==> config.mk <==
export PLATFORM = sky130hd
export DESIGN_NAME = mdu_sequencer
export DESIGN_NICKNAME = d
export VERILOG_FILES = /design/src/rtl/mdu_sequencer.sv
export SDC_FILE = /design/constraint.sdc
export NUM_CORES = 1
export LEC_CHECK = 0
export BUFFER_PORTS_ARGS = -buffer_cell sky130_fd_sc_hd__buf_2
export CAP_MARGIN = 40
export CORE_MARGIN = 2
export CORE_UTILIZATION = 40
export DETAILED_ROUTE_END_ITERATION = 10
export SYNTH_ARGS = -nofsm -noshare
export SYNTH_HDL_FRONTEND = slang
export SYNTH_SLANG_ARGS = --single-unit
==> constraint.sdc <==
create_clock -name CLK -period 2.8 [get_ports CLK]
set_input_delay 0.84 -clock CLK [delete_from_list [all_inputs] [get_ports CLK]]
set_output_delay 0.84 -clock CLK [all_outputs]
set_load 0.02 [all_outputs]
==> src/rtl/mdu_sequencer.sv <==
// mdu_sequencer: iterative RV32M multiply/divide engine that borrows the shared
// EX-stage ALU adder. It runs one shift-add or restoring-divide step per granted
// cycle and stalls the pipeline with BUSY until a one-cycle DONE pulse.
//
// Handshake: ALU_REQ is high for the whole of ITER. A step is committed only on
// a rising CLK edge where ALU_REQ && ALU_GNT are both high. ALU_SUM is consumed
// in that same cycle. While ALU_GNT is low, all registers and the counter hold.
module mdu_sequencer (
  input  logic        CLK,
  input  logic        RST_N,
  input  logic        START,
  input  logic [2:0]  FUNCT3,
  input  logic [31:0] RS1,
  input  logic [31:0] RS2,
  input  logic        FLUSH,
  output logic        BUSY,
  output logic        DONE,
  output logic [31:0] RESULT,
  output logic        ALU_REQ,
  input  logic        ALU_GNT,
  output logic [31:0] ALU_A,
  output logic [31:0] ALU_B,
  output logic [3:0]  ALU_CTRL,
  input  logic [31:0] ALU_SUM,
  output logic [2:0]  DBG_STATE
);

  typedef enum logic [2:0] {
    S_IDLE = 3'd0,
    S_PREP = 3'd1,
    S_ITER = 3'd2,
    S_FIX  = 3'd3,
    S_DONE = 3'd4
  } state_t;

  state_t      r_state;
  state_t      w_next;
  logic [2:0]  r_f3;
  logic [31:0] r_rs1;
  logic [31:0] r_rs2;
  logic [31:0] r_a;       // multiplicand or divisor magnitude
  logic [31:0] r_hi;      // HI (multiply) or partial remainder R (divide)
  logic [31:0] r_lo;      // LO (multiply) or quotient Q (divide)
  logic [4:0]  r_cnt;
  logic        r_neg_q;   // product / quotient must be negated
  logic        r_neg_r;   // remainder must be negated
  logic [31:0] r_result;

  logic        w_is_div;
  logic        w_sgn1;
  logic        w_sgn2;
  logic [31:0] w_mag1;
  logic [31:0] w_mag2;
  logic        w_div_zero;
  logic        w_ovf;
  logic        w_special;
  logic [31:0] w_special_res;
  logic [31:0] w_div_a;
  logic        w_carry;
  logic        w_borrow;
  logic        w_ge;
  logic        w_step;
  logic [63:0] w_prod;
  logic [31:0] w_quo;
  logic [31:0] w_rem;
  logic [31:0] w_fix_res;

  // Operand signedness and magnitudes, evaluated in PREP from latched operands.
  // MULH and DIV/REM are signed on both sides, MULHSU only on RS1.
  assign w_is_div = r_f3[2];
  assign w_sgn1   = (w_is_div ? ~r_f3[0] : (r_f3 == 3'b001 || r_f3 == 3'b010)) & r_rs1[31];
  assign w_sgn2   = (w_is_div ? ~r_f3[0] : (r_f3 == 3'b001)) & r_rs2[31];
  assign w_mag1   = w_sgn1 ? (32'd0 - r_rs1) : r_rs1;
  assign w_mag2   = w_sgn2 ? (32'd0 - r_rs2) : r_rs2;

  // Divide corner cases resolve directly in PREP without iterating.
  assign w_div_zero    = w_is_div & (r_rs2 == 32'd0);
  assign w_ovf         = w_is_div & ~r_f3[0] & (r_rs1 == 32'h8000_0000) & (r_rs2 == 32'hFFFF_FFFF);
  assign w_special     = w_div_zero | w_ovf;
  assign w_special_res = r_f3[1] ? (w_div_zero ? r_rs1 : 32'd0)
                                 : (w_div_zero ? 32'hFFFF_FFFF : 32'h8000_0000);

  // Shared-ALU operand drive; everything is zero outside ITER.
  assign w_div_a  = {r_hi[30:0], r_lo[31]};
  assign ALU_REQ  = (r_state == S_ITER);
  assign ALU_A    = !ALU_REQ ? 32'd0 : (w_is_div ? w_div_a : r_hi);
  assign ALU_B    = !ALU_REQ ? 32'd0 : (w_is_div ? r_a : (r_lo[0] ? r_a : 32'd0));
  assign ALU_CTRL = (ALU_REQ && w_is_div) ? 4'b0001 : 4'b0000;

  // Carry/borrow out of bit 31 rebuilt from the ALU's MSB inputs and sum.
  assign w_carry  = (ALU_A[31] & ALU_B[31]) | ((ALU_A[31] | ALU_B[31]) & ~ALU_SUM[31]);
  assign w_borrow = (~ALU_A[31] & ALU_B[31]) | ((~ALU_A[31] | ALU_B[31]) & ALU_SUM[31]);
  assign w_ge     = r_hi[31] | ~w_borrow;
  assign w_step   = ALU_REQ & ALU_GNT;

  // Sign fix-up and final result select.
  assign w_prod    = r_neg_q ? (64'd0 - {r_hi, r_lo}) : {r_hi, r_lo};
  assign w_quo     = r_neg_q ? (32'd0 - r_lo) : r_lo;
  assign w_rem     = r_neg_r ? (32'd0 - r_hi) : r_hi;
  assign w_fix_res = w_is_div ? (r_f3[1] ? w_rem : w_quo)
                              : ((r_f3[1:0] == 2'b00) ? w_prod[31:0] : w_prod[63:32]);

  assign BUSY      = (r_state == S_PREP) || (r_state == S_ITER) || (r_state == S_FIX);
  assign DONE      = (r_state == S_DONE);
  assign RESULT    = r_result;
  assign DBG_STATE = r_state;

  // State register.
  always_ff @(posedge CLK or negedge RST_N) begin
    if (!RST_N) r_state <= S_IDLE;
    else        r_state <= w_next;
  end

  // Next-state logic; FLUSH overrides every transition.
  always_comb begin
    w_next = r_state;
    case (r_state)
      S_IDLE: if (START) w_next = S_PREP;
      S_PREP: w_next = w_special ? S_DONE : S_ITER;
      S_ITER: if (w_step && r_cnt == 5'd31) w_next = S_FIX;
      S_FIX:  w_next = S_DONE;
      S_DONE: w_next = S_IDLE;
      default: w_next = S_IDLE;
    endcase
    if (FLUSH) w_next = S_IDLE;
  end

  // Operand capture, iteration datapath and result register.
  always_ff @(posedge CLK or negedge RST_N) begin
    if (!RST_N) begin
      r_f3     <= 3'd0;
      r_rs1    <= 32'd0;
      r_rs2    <= 32'd0;
      r_a      <= 32'd0;
      r_hi     <= 32'd0;
      r_lo     <= 32'd0;
      r_cnt    <= 5'd0;
      r_neg_q  <= 1'b0;
      r_neg_r  <= 1'b0;
      r_result <= 32'd0;
    end else begin
      case (r_state)
        S_IDLE: begin
          if (START && !FLUSH) begin
            r_f3  <= FUNCT3;
            r_rs1 <= RS1;
            r_rs2 <= RS2;
          end
        end
        S_PREP: begin
          r_lo    <= w_mag1;
          r_a     <= w_mag2;
          r_hi    <= 32'd0;
          r_cnt   <= 5'd0;
          r_neg_q <= w_sgn1 ^ w_sgn2;
          r_neg_r <= w_sgn1;
          if (w_special && !FLUSH) r_result <= w_special_res;
        end
        S_ITER: begin
          if (w_step) begin
            r_cnt <= r_cnt + 5'd1;
            if (w_is_div) begin
              r_hi <= w_ge ? ALU_SUM : w_div_a;
              r_lo <= {r_lo[30:0], w_ge};
            end else begin
              r_hi <= {w_carry, ALU_SUM[31:1]};
              r_lo <= {ALU_SUM[0], r_lo[31:1]};
            end
          end
        end
        S_FIX: begin
          if (!FLUSH) r_result <= w_fix_res;
        end
        default: ;
      endcase
    end
  end

endmodule
---- Word level (Yosys, flattened, before mapping) ----
Index checks and enable logic that the tools add are counted.
word-level totals
  flip-flop bits (word level) ............. 205
  output and inout port bits .............. 106
cells by class
  add/sub/neg operators ................... 6
  bitwise operators ....................... 22
  eq/ne operators ......................... 14
  mux-type cells .......................... 36
  reductions and logical operators ........ 17
operator list
  kind                     number
  $mux W32                 21
  $pmux W32 S2             3
  $sub A1 B32 Y32 const A  4
  $eq A32 B32 Y1 const B   2
  $mux W64                 1
  $sub A1 B64 Y64 const A  1
  $logic_not A32 Y1        1
  $mux W31                 1
  $mux W3                  4
  $pmux W3 S4              1
  $and A1 B1 Y1            11
  $pmux W5 S2              1
  $eq A3 B2 Y1 const B     3
  $eq A3 B1 Y1 const B     2
  $or A1 B1 Y1             6
  $reduce_and A2 Y1        3
  $add A5 B1 Y5 const B    1
  $eq A5 B5 Y1 const B     1
  $mux W5                  1
  $logic_and A1 B1 Y1      4
  $ne A2 B1 Y1 const B     2
  $not A1 Y1               4
  $reduce_bool A2 Y1       2
  $eq A3 B3 Y1 const B     1
  10 further kinds         14

---- Logic depth before layout (Yosys ltp) ----
Gate-level depths: netlist of run 1.
  depth in word-level cells ............... 12
  gate-level depth with buffers ........... 12
  mapped depth without buffers ............ 10

---- Least setup slack after synthesis of run 1 ----
No wires, ideal clock.
  path kind ............................... reg2out
  start point ............................. register r_state[1], in the netlist DBG_STATE[1]
  end point ............................... output ALU_CTRL[0]
  path slack .............................. -0.377 ns
  required time ........................... 1.960 ns
  data arrival time ....................... 2.337 ns
  stages on the path, launching flop included .. 8
  path through ............................ dfrtp_1 -> clkbuf_1 -> or3b_2 -> clkbuf_1 -> clkinv_1 -> clkbuf_1 -> clkbuf_1 -> and2_1
on the way
  word-level cells in the longest chain between the ends .. 3
ends and longest elaborated chain
  item                    RTL line  RTL
  start, declared         36        state_t r_state;
  start signal, assigned  111       else r_state <= w_next;
  $eq A3 B2 Y1            85        assign ALU_REQ = (r_state == S_ITER);
  net ALU_REQ             19        output logic ALU_REQ,
  $logic_and A1 B1 Y1     88        assign ALU_CTRL = (ALU_REQ && w_is_div) ? 4'b0001 : 4'b0000;
  $mux W1                 88
  end, declared           23        output logic [3:0] ALU_CTRL,
The timed path passes the listed nets, and every way through them passes these cells.

---- Worst setup path in the final report of run 1 ----
  start point ............................. register r_state[0], in the netlist DBG_STATE[0]
  end point ............................... output ALU_B[30]
on the way
  word-level cells in the longest chain between the ends .. 2
ends and longest elaborated chain
  item           RTL line  RTL
  $eq A3 B2 Y1   85
  $mux W32       87        assign ALU_B = !ALU_REQ ? 32'd0 : (w_is_div ? r_a : (r_lo[0] ? r_a : 32'd0));
  end, declared  22        output logic [31:0] ALU_B,
No other way between the ends.

==> results.yml, run 1 <==
setup_path:
  path_common_cell: "sky130_fd_sc_hd__buf_6"
  worst_path_largest_cell_delay_ns: 0.44
  r2r_end: "RESULT[17]"
  r2r_slack_ns: 0.07
  worst-endpoint-arrival_ns: 2.05
  critical_path_class: "reg2out"
  crit_path_top_delay_cell: "sky130_fd_sc_hd__or3b_4"
  timing.critical_path.to: "ALU_B[30]"
  regToRegStartpoint: "r_rs1[0]"
  cell_count_of_the_worst_reg_to_reg_path: 11
  setup.worst_path.end_class: "primary output"
  worstSetupStartpointType: "register"
  crit_required_ns: 1.96
  critical_path.startpoint: "DBG_STATE[0]"
  timing.critical_path.fanout_max: 8
  worstPathCellList: "or3b_4 > nor2_4 > buf_6 > buf_8 > and2_4 > buf_6"
clocking:
  cts_inserted_buffers: 24
  ctsHoldBuffers: 0
  clk_path_buf_depth: 3
  clock_tree_root_driver_cell: "sky130_fd_sc_hd__clkbuf_16"
  h_tree_depth: 1
  clkLatencyLatePin_ns: 0.54
  cts.reportedPaths.clkPinSlew_ns: 0.06
  cts_sinks: 205
  tritoncts: "done"
global_route:
  global_route_usage_over_all_layers: 0.316
  grt_overflow_total: 0
  antenna_violations_before_repair: 4
  first_pass_grt_wire_length_microns: 92600
  number_of_global_route_vias_before_repair: 14900
  grt_max_degree: 68
status:
  violations: "negative setup slack"
  status: "finished, violations left"
sta:
  finalCritPeriodShare: 1.03
  maxSlewHeadroom: 0.400
  max_clock_freq_mhz: 346
  setup_repair_after_global_routing_missed_its_margin: "true"
  final.hold.worst_slack_ns: 0.284
  worst-slew-pin-transition_ns: 0.901
  timing.final.max_slew_violations: 0
  worst_clock_skew_ns: 0.00936
  report.final.setup_viol: 32
  timing.final.hold_violations: 0
  minimum_setup_slack_in_the_final_design_ns: -0.0890
  period_minus_slack_ns: 2.89
drt:
  drc_errors: 0
  num_vias: 15400
  postRouteAntennaNets: 0
  firstDrtPassIters: 9
  via_per_inst: 5.93
  drtIter0Drc: 1249
  routed_wire_length_per_instance_microns: 24.2
  finalWirelength_microns: 62700
placement:
  instance_area_after_placement_sq_mm: 0.0178
  routabilityCongestion: 0.970
  dp_hpwl_microns: 45200
  io_buffers: 206
  placement.setup.worst_slack_ns: -0.130
  place.detailed.instances: 2521
logic_synthesis:
  synth_flop_cell: "sky130_fd_sc_hd__dfrtp_1"
  synthDistinctLibCells: 79
  synth.cell_area_sq_mm: 0.0147
  post_synth.cell_area_avg_sq_um: 8.34
  cell_count_after_synthesis: 1761
  yosysWarnings: 0
  synth_edf_count: 0
  synth-seq-cells: 205
  seq_area_frac_synth: 0.349
  synthArstFlopShare: 1.00
power:
  seq_pwr_share: 0.277
  power_report.internal_total_uw: 9500
  netSwitchingFraction: 0.438
  power.switching_uw: 7410
  pwr_dens_mw_per_mm2: 846
  power_frac_clock: 0.188
  total_power_uw: 16900
  power.static_leakage_uw: 0.00907
  irDropWorstVdd_mv: 0.583
  portion_of_total_power_attributed_to_combinational_logic: 0.535
worst_hold_path:
  hold_path_class: "in2async"
floorplan:
  start_util: 0.404
  die_height_microns: 196
  coreArea_sq_mm: 0.0363
  total_die_area_sq_mm: 0.0383
  die-width_microns: 196
  num_io_pins: 210
  row_count: 70
final_layout:
  layout.nets: 2216
  post_route_cells_drive_above_1_share: 0.343
  area_delta_synth_final_pct: 36.1
  final.fill_count: 3378
  finalInstanceArea_sq_mm: 0.0200
  finish.cell_count_without_fillers: 2593
flow_run:
  max_cap_viol_count: 0
power groups by stage:
| stage | Sequential [uW] | Combinational, uW | Clock [uW] |
|---|---|---|---|
| global placement | 4640 | 8270 | 0 |
| finish | 4690 | 9050 | 3180 |
| global route | 4790 | 9640 | 3360 |
| CTS | 4620 | 8540 | 3230 |
| detailed placement | 4660 | 8300 | 0 |
| floorplan | 4500 | 4710 | 0 |
metal layers:
layer,global-route usage,routed length [microns],vias to the layer above
met5,0,26,-
met4,0.135,2870,4
met3,0.0452,4400,143
met2,0.515,29300,652
met1,0.421,26100,7553
li1,-,-,7036
worst min path at each step:
stage	slack [ns]	startpoint	to
4_1_cts	0.28	RST_N	r_hi[14]
3_5_place_dp	0.46	r_a[6]	r_a[6]
3_3_place_gp	0.46	r_a[6]	r_a[6]
5_1_grt	0.30	RST_N	r_hi[10]
2_1_floorplan	0.44	r_a[0]	r_a[0]
6_report	0.28	RST_N	r_hi[10]
through the flow:
step | utilization | setup TNS, ns
after CTS | 0.528 | -1.89
final | 0.550 | -2.34
after global routing | 0.550 | -5.37
after global placement | 0.489 | -0.229
after floorplan | - | -0.138
after detailed placement | 0.489 | -0.477
repair_timing:
item	CTS	global route
pin swaps	9	48
endpoints found under the hold margin	0	0
endpoints found under the setup margin	70	100
gates cloned	5	5
buffers inserted	2	15
resized for setup	142	155
cell families after synthesis:
family | after synthesis | share of synthesized area
AND/OR/NAND/NOR | 571 | 0.190
XOR/XNOR | 110 | 0.0656
adder cells (fa/ha/maj) | 7 | 0.00596
multiplexers | 177 | 0.127
buffers and inverters | 198 | 0.0548
other | 1 | 0.000255
AO/OA/AOI/OAI | 492 | 0.208
flip-flops | 205 | 0.349
critical path: cells and delay by family (launching register included):
| family | cells | cell delay (ns) |
|---|---|---|
| buffers and inverters | 3 | 0.39 |
| and+or+nand+nor | 3 | 0.72 |
| DFF | 1 | 0.39 |
synthesized netlist by cell type (9+ instances only):
library cell	number	share of area
sky130_fd_sc_hd__mux2i_1	107	0.073
sky130_fd_sc_hd__o41ai_1	15	0.0089
sky130_fd_sc_hd__inv_1	21	0.0054
sky130_fd_sc_hd__and2_1	42	0.018
sky130_fd_sc_hd__dfrtp_1	205	0.35
sky130_fd_sc_hd__nor3_1	46	0.016
sky130_fd_sc_hd__nand3_1	31	0.011
sky130_fd_sc_hd__nand4_1	21	0.0089
sky130_fd_sc_hd__or4_1	16	0.0082
sky130_fd_sc_hd__xor2_1	44	0.026
sky130_fd_sc_hd__mux2_2	70	0.054
sky130_fd_sc_hd__clkbuf_1	142	0.036
sky130_fd_sc_hd__xnor2_1	66	0.039
sky130_fd_sc_hd__buf_1	13	0.0033
sky130_fd_sc_hd__o21ai_0	187	0.064
sky130_fd_sc_hd__buf_2	10	0.0034
sky130_fd_sc_hd__or3_1	24	0.010
sky130_fd_sc_hd__a21oi_1	102	0.035
sky130_fd_sc_hd__o211ai_1	13	0.0066
sky130_fd_sc_hd__o31ai_1	23	0.012
sky130_fd_sc_hd__nor4_1	32	0.014
sky130_fd_sc_hd__a31oi_1	20	0.0085
sky130_fd_sc_hd__a21o_1	33	0.017
sky130_fd_sc_hd__nor2_1	140	0.036
sky130_fd_sc_hd__a211oi_1	9	0.0046
sky130_fd_sc_hd__nand2_1	169	0.043
sky130_fd_sc_hd__o22ai_1	11	0.0047
sequential cells by signal, summed over array words and instances, names as in the netlist:
name	count
RESULT	32
r_a	32
r_hi	32
r_lo	32
r_rs1	32
r_rs2	32
r_cnt	5
DBG_STATE	3
r_f3	3
r_neg_q	1
r_neg_r	1
layout by cell type, fill, tap and decap left out, drive strengths merged, types with 31 or more instances in the layout:
cell type  count
nor4          34
xnor2         66
and2          42
a21o          33
xor2          44
nor3          46
mux2i        107
dfrtp        205
mux2          70
nand3         31
buf          480
a21oi        102
clkbuf        43
nand2        169
nor2         140
o21ai        191
layout make-up:
class	instances	area, sq um	share of cell area
clock buffers	36	707	0.0354
inverters	24	95.1	0.00476
multi-input cells	1360	9380	0.469
repair buffers	490	4010	0.201
clock inverters	8	73.8	0.00369
flip-flops and latches	205	5130	0.257
well taps	468	586	0.0293
diodes	2	5.00	0.000250
Note: power is estimated with default switching activity, not from simulation.
==> run 2, diff against run 1 <==
Settings changed: ABC_CLOCK_PERIOD_IN_PS set to 2800, GPL_ROUTABILITY_DRIVEN set to 0, TNS_END_PERCENT set to 10.
==> results.yml, run 2 (same netlist as run 1, synthesis figures left out) <==
status:
  status: "finished, violations left"
  violations: "negative setup slack"
sta:
  finalCritPeriodShare: 1.06
  timing.final.hold_violations: 0
  period_minus_slack_ns: 2.97
  maxSlewHeadroom: 0.480
  worst_clock_skew_ns: 0.0226
  report.final.setup_viol: 65
  timing.final.max_slew_violations: 0
  worst-slew-pin-transition_ns: 0.779
  setup_repair_after_global_routing_missed_its_margin: "true"
  final.hold.worst_slack_ns: 0.164
  minimum_setup_slack_in_the_final_design_ns: -0.169
  max_clock_freq_mhz: 337
clocking:
  cts_sinks: 205
  tritoncts: "done"
  clkLatencyLatePin_ns: 0.55
  clock_tree_root_driver_cell: "sky130_fd_sc_hd__clkbuf_16"
  clk_path_buf_depth: 3
  h_tree_depth: 1
  cts.reportedPaths.clkPinSlew_ns: 0.06
  cts_inserted_buffers: 24
global_route:
  global_route_usage_over_all_layers: 0.289
  number_of_global_route_vias_before_repair: 14900
  first_pass_grt_wire_length_microns: 86600
  grt_overflow_total: 0
  grt_max_degree: 67
  antenna_violations_before_repair: 6
floorplan:
  total_die_area_sq_mm: 0.0383
  num_io_pins: 210
  die-width_microns: 196
  die_height_microns: 196
  coreArea_sq_mm: 0.0363
  start_util: 0.404
  row_count: 70
placement:
  io_buffers: 206
  dp_hpwl_microns: 41900
  place.detailed.instances: 2502
power:
  power.switching_uw: 7040
  netSwitchingFraction: 0.429
  seq_pwr_share: 0.283
  irDropWorstVdd_mv: 0.595
  pwr_dens_mw_per_mm2: 861
  portion_of_total_power_attributed_to_combinational_logic: 0.513
  power_report.internal_total_uw: 9350
  power_frac_clock: 0.204
  power.static_leakage_uw: 0.00875
drt:
  drc_errors: 0
  finalWirelength_microns: 56500
  num_vias: 15300
  drtIter0Drc: 1551
  firstDrtPassIters: 6
  via_per_inst: 5.99
  postRouteAntennaNets: 0
  routed_wire_length_per_instance_microns: 22.1
final_layout:
  final-seq-area_sq_mm: 0.00514
  area_delta_synth_final_pct: 29.7
  layout.nets: 2175
  final.fill_count: 3391
  layout.cells.most_common_list: "sky130_fd_sc_hd__buf_4 (231), sky130_fd_sc_hd__dfrtp_1 (202), sky130_fd_sc_hd__o21ai_0 (182)"
  multi_input_comb_area_sq_mm: 0.00914
  final_common_cell: "sky130_fd_sc_hd__buf_4"
  finish.cell_count_without_fillers: 2553
  post_route_cells_drive_above_1_share: 0.315
worst_hold_path:
  hold_path_class: "in2async"
setup_path:
  setup.worst_path.end_class: "primary output"
  worst_path_largest_cell_delay_ns: 0.45
  worst_path_dominant_cell_family: "simple AND/OR/NAND/NOR gates"
  critical_path_class: "reg2out"
  timing.critical_path.fanout_max: 8
  worstPathCellList: "or3b_4 > nor2_4 > buf_12 > buf_8 > and2_4 > buf_6"
  timing.critical_path.buf_inv: 3
  crit_path_top_delay_cell: "sky130_fd_sc_hd__dfrtp_2"
  worst-endpoint-arrival_ns: 2.13
  crit_required_ns: 1.96
  worstSetupStartpointType: "register"
flow_run:
  max_cap_viol_count: 0
[run 2: changes by cell type in the layout (fill, tap and decap cells not counted), moves of 5 or more]
cell,before,now
sky130_fd_sc_hd__and2_1,11,22
sky130_fd_sc_hd__nor2_1,109,134
sky130_fd_sc_hd__clkbuf_16,30,25
sky130_fd_sc_hd__and2_4,31,20
sky130_fd_sc_hd__mux2i_2,7,2
sky130_fd_sc_hd__buf_4,258,231
sky130_fd_sc_hd__mux2i_1,100,105
sky130_fd_sc_hd__clkbuf_1,7,2
sky130_fd_sc_hd__nor2_4,31,4
sky130_fd_sc_hd__buf_2,139,173
sky130_fd_sc_hd__buf_6,63,29
sky130_fd_sc_hd__clkbuf_8,5,10
[run 2: layout make-up]
| class | count | area share |
|---|---|---|
| Timing Repair Buffer | 449 | 0.170 |
| Clock buffer | 35 | 0.0384 |
| Multi-Input combinational cell | 1360 | 0.480 |
| Clock inverter | 9 | 0.00624 |
| Antenna cell | 3 | 0.000394 |
| Inverter | 24 | 0.00473 |
| Tap cell | 468 | 0.0307 |
| Sequential cell | 205 | 0.270 |
[run 2: per-stage QoR]
step           setup slack (ns)   util  setup TNS (ns)  area [sq um]  power [uW]
3_5_place_dp             -0.255  0.483           -2.36         17500       12500
3_3_place_gp             -0.267  0.482           -1.15         17500       12400
6_report                 -0.169  0.524           -5.78         19100       16400
4_1_cts                  -0.171  0.515           -6.97         18700       16000
2_1_floorplan            -0.154      -           -3.35         14700        9190
5_1_grt                  -0.207  0.524           -9.38         19000       17200
[run 2: what timing repair did]
action,CTS,global route
resized for setup,92,68
gates cloned,2,1
setup buffers,1,0
pin swaps,6,18
endpoints found under the setup margin,96,95
hold buffers,0,0
[run 2: path summary, 6_finish.rpt]
check	start	endpoint	slack [ns]	cells after the start
min reg2reg	r_a[15]	r_a[15]	0.48	2
max	DBG_STATE[2]	ALU_B[29]	-0.17	6
max in group asynchronous	RST_N	r_rs1[16]	1.93	2
min	RST_N	r_hi[19]	0.16	1
min in group CLK	r_a[15]	r_a[15]	0.48	2
max reg2reg	r_hi[18]	RESULT[31]	-0.13	8
[run 2: power groups by stage]
stage / clock network (uW) / logic (uW) / registers (uW)
CTS: 3410 / 8010 / 4590
finish: 3340 / 8420 / 4640
detailed placement: 0 / 7870 / 4630
floorplan: 0 / 4690 / 4500
global route: 3520 / 8990 / 4730
global placement: 0 / 7770 / 4610
[run 2: worst register-to-register path: stages (launching register included)]
cell	delay, ns
sky130_fd_sc_hd__dfrtp_1	0.37
sky130_fd_sc_hd__or4_4	0.56
sky130_fd_sc_hd__or3_4	0.35
sky130_fd_sc_hd__or4b_4	0.55
sky130_fd_sc_hd__or3_4	0.35
sky130_fd_sc_hd__mux2i_2	0.21
sky130_fd_sc_hd__nor4_4	0.09
sky130_fd_sc_hd__buf_4	0.16
sky130_fd_sc_hd__o22a_1	0.16
[run 2: metal layers]
metal,share of wire,global-route usage,up-vias
met5,0.00073,0,-
met4,0.057,0.138,6
met3,0.091,0.0502,205
met2,0.45,0.468,819
met1,0.40,0.377,7316
li1,-,-,6947
==> run 3, diff against run 2 <==
Settings changed: PLACE_DENSITY_LB_ADDON set to 0.05.
==> results.yml, run 3 (same netlist as run 1, synthesis figures left out) <==
power:
  portion_of_total_power_attributed_to_combinational_logic: 0.516
  power_report.internal_total_uw: 9620
  power_frac_clock: 0.207
  power.switching_uw: 7030
  power.static_leakage_uw: 0.00895
  netSwitchingFraction: 0.422
  pwr_dens_mw_per_mm2: 859
  seq_pwr_share: 0.277
  irDropWorstVdd_mv: 0.454
sta:
  period_minus_slack_ns: 2.89
  finalCritPeriodShare: 1.03
  report.final.setup_viol: 34
  final.hold.worst_slack_ns: 0.280
  setup_repair_after_global_routing_missed_its_margin: "true"
  worst_clock_skew_ns: 0.0143
  worst-slew-pin-transition_ns: 0.781
  timing.final.max_slew_violations: 0
  minimum_setup_slack_in_the_final_design_ns: -0.0941
  max_clock_freq_mhz: 346
  timing.final.hold_violations: 0
  maxSlewHeadroom: 0.478
drt:
  via_per_inst: 5.87
  finalWirelength_microns: 57700
  drtIter0Drc: 1174
  firstDrtPassIters: 5
  num_vias: 15100
  routed_wire_length_per_instance_microns: 22.5
  postRouteAntennaNets: 0
  drc_errors: 0
floorplan:
  row_count: 70
  die_height_microns: 196
  die-width_microns: 196
  start_util: 0.404
  total_die_area_sq_mm: 0.0383
  num_io_pins: 210
  coreArea_sq_mm: 0.0363
clocking:
  cts.reportedPaths.clkPinSlew_ns: 0.06
  clk_path_buf_depth: 3
  cts_sinks: 205
  clock_tree_root_driver_cell: "sky130_fd_sc_hd__clkbuf_16"
  clkLatencyLatePin_ns: 0.54
  ctsHoldBuffers: 0
  cts_inserted_buffers: 26
  tritoncts: "done"
  h_tree_depth: 1
setup_path:
  worstPathCellList: "or3b_4 > nor2_4 > buf_12 > buf_6 > and2_1 > buf_6"
  worst_path_largest_cell_delay_ns: 0.44
  crit_required_ns: 1.96
  worstSetupStartpointType: "register"
  timing.critical_path.buf_inv: 3
  crit_path_top_delay_cell: "sky130_fd_sc_hd__or3b_4"
  worst_path_dominant_cell_family: "simple AND/OR/NAND/NOR gates"
  critical_path_class: "reg2out"
  worst-endpoint-arrival_ns: 2.05
  timing.critical_path.fanout_max: 7
  setup.worst_path.end_class: "primary output"
  path_common_cell: "sky130_fd_sc_hd__buf_6"
final_layout:
  area_delta_synth_final_pct: 31.9
  ant_diodes: 0
  post_route_cells_drive_above_1_share: 0.323
  layout.cells.most_common_list: "sky130_fd_sc_hd__buf_4 (248), sky130_fd_sc_hd__dfrtp_1 (204), sky130_fd_sc_hd__o21ai_0 (183)"
  final_common_cell: "sky130_fd_sc_hd__buf_4"
  finish.cell_count_without_fillers: 2570
  layout.nets: 2197
worst_hold_path:
  hold_path_class: "in2async"
flow_run:
  max_cap_viol_count: 0
placement:
  place.detailed.instances: 2513
  dp_hpwl_microns: 43600
  io_buffers: 206
global_route:
  grt_max_degree: 62
  global_route_usage_over_all_layers: 0.296
  grt_overflow_total: 0
  antenna_violations_before_repair: 2
  number_of_global_route_vias_before_repair: 14800
  first_pass_grt_wire_length_microns: 88400
status:
  status: "finished, violations left"
  violations: "negative setup slack"
## run 3: power by group through the flow
stage	Clock (uW)	Sequential, uW	Combinational, uW
6_report	3440	4620	8590
5_1_grt	3620	4710	9240
4_1_cts	3500	4580	8260
3_5_place_dp	0	4620	8000
3_3_place_gp	0	4590	7970
2_1_floorplan	0	4500	4690
## run 3: worst paths after layout
kind	start	to	slack [ns]	depth (start not counted)
max	DBG_STATE[2]	ALU_B[23]	-0.09	6
min	RST_N	r_hi[15]	0.28	1
max reg2reg	r_hi[18]	RESULT[31]	-0.05	8
min reg2reg	r_a[13]	r_a[13]	0.48	2
max in group asynchronous	RST_N	r_rs1[12]	1.76	2
min in group CLK	FLUSH	DBG_STATE[0]	0.48	2
## run 3: repair_timing
action,CTS,global route
endpoints found under the setup margin,95,83
resized for setup,108,85
setup buffers,4,4
pin swaps,7,33
gates cloned,3,3
## run 3: per-stage QoR
step                      power [uW]  setup WS [ns]  cell area [sq um]   util  setup TNS [ns]
after floorplan                 9190         -0.154              14700      -           -3.35
after global placement         12600         -0.306              17600  0.484          -0.916
after detailed placement       12600         -0.279              17600  0.484           -2.09
after CTS                      16300         -0.111              19000  0.522           -2.98
after global routing           17600         -0.173              19400  0.533           -4.98
final                          16700        -0.0941              19400  0.533           -2.40
## run 3: cell type report
| type | instances | area (sq um) |
|---|---|---|
| Fill cell | 3496 | 17000 |
| Multi-Input combinational cell | 1360 | 9200 |
| Sequential cell | 205 | 5130 |
| Timing Repair Buffer | 469 | 3510 |
| Clock buffer | 39 | 761 |
| Tap cell | 468 | 586 |
| Clock inverter | 5 | 103 |
| Inverter | 24 | 97.6 |
## run 3: layer usage
metal  GRT usage  part of all wire
met2       0.473              0.46
met3      0.0414             0.077
met5           0                 0
met4       0.112             0.042
met1       0.410              0.43
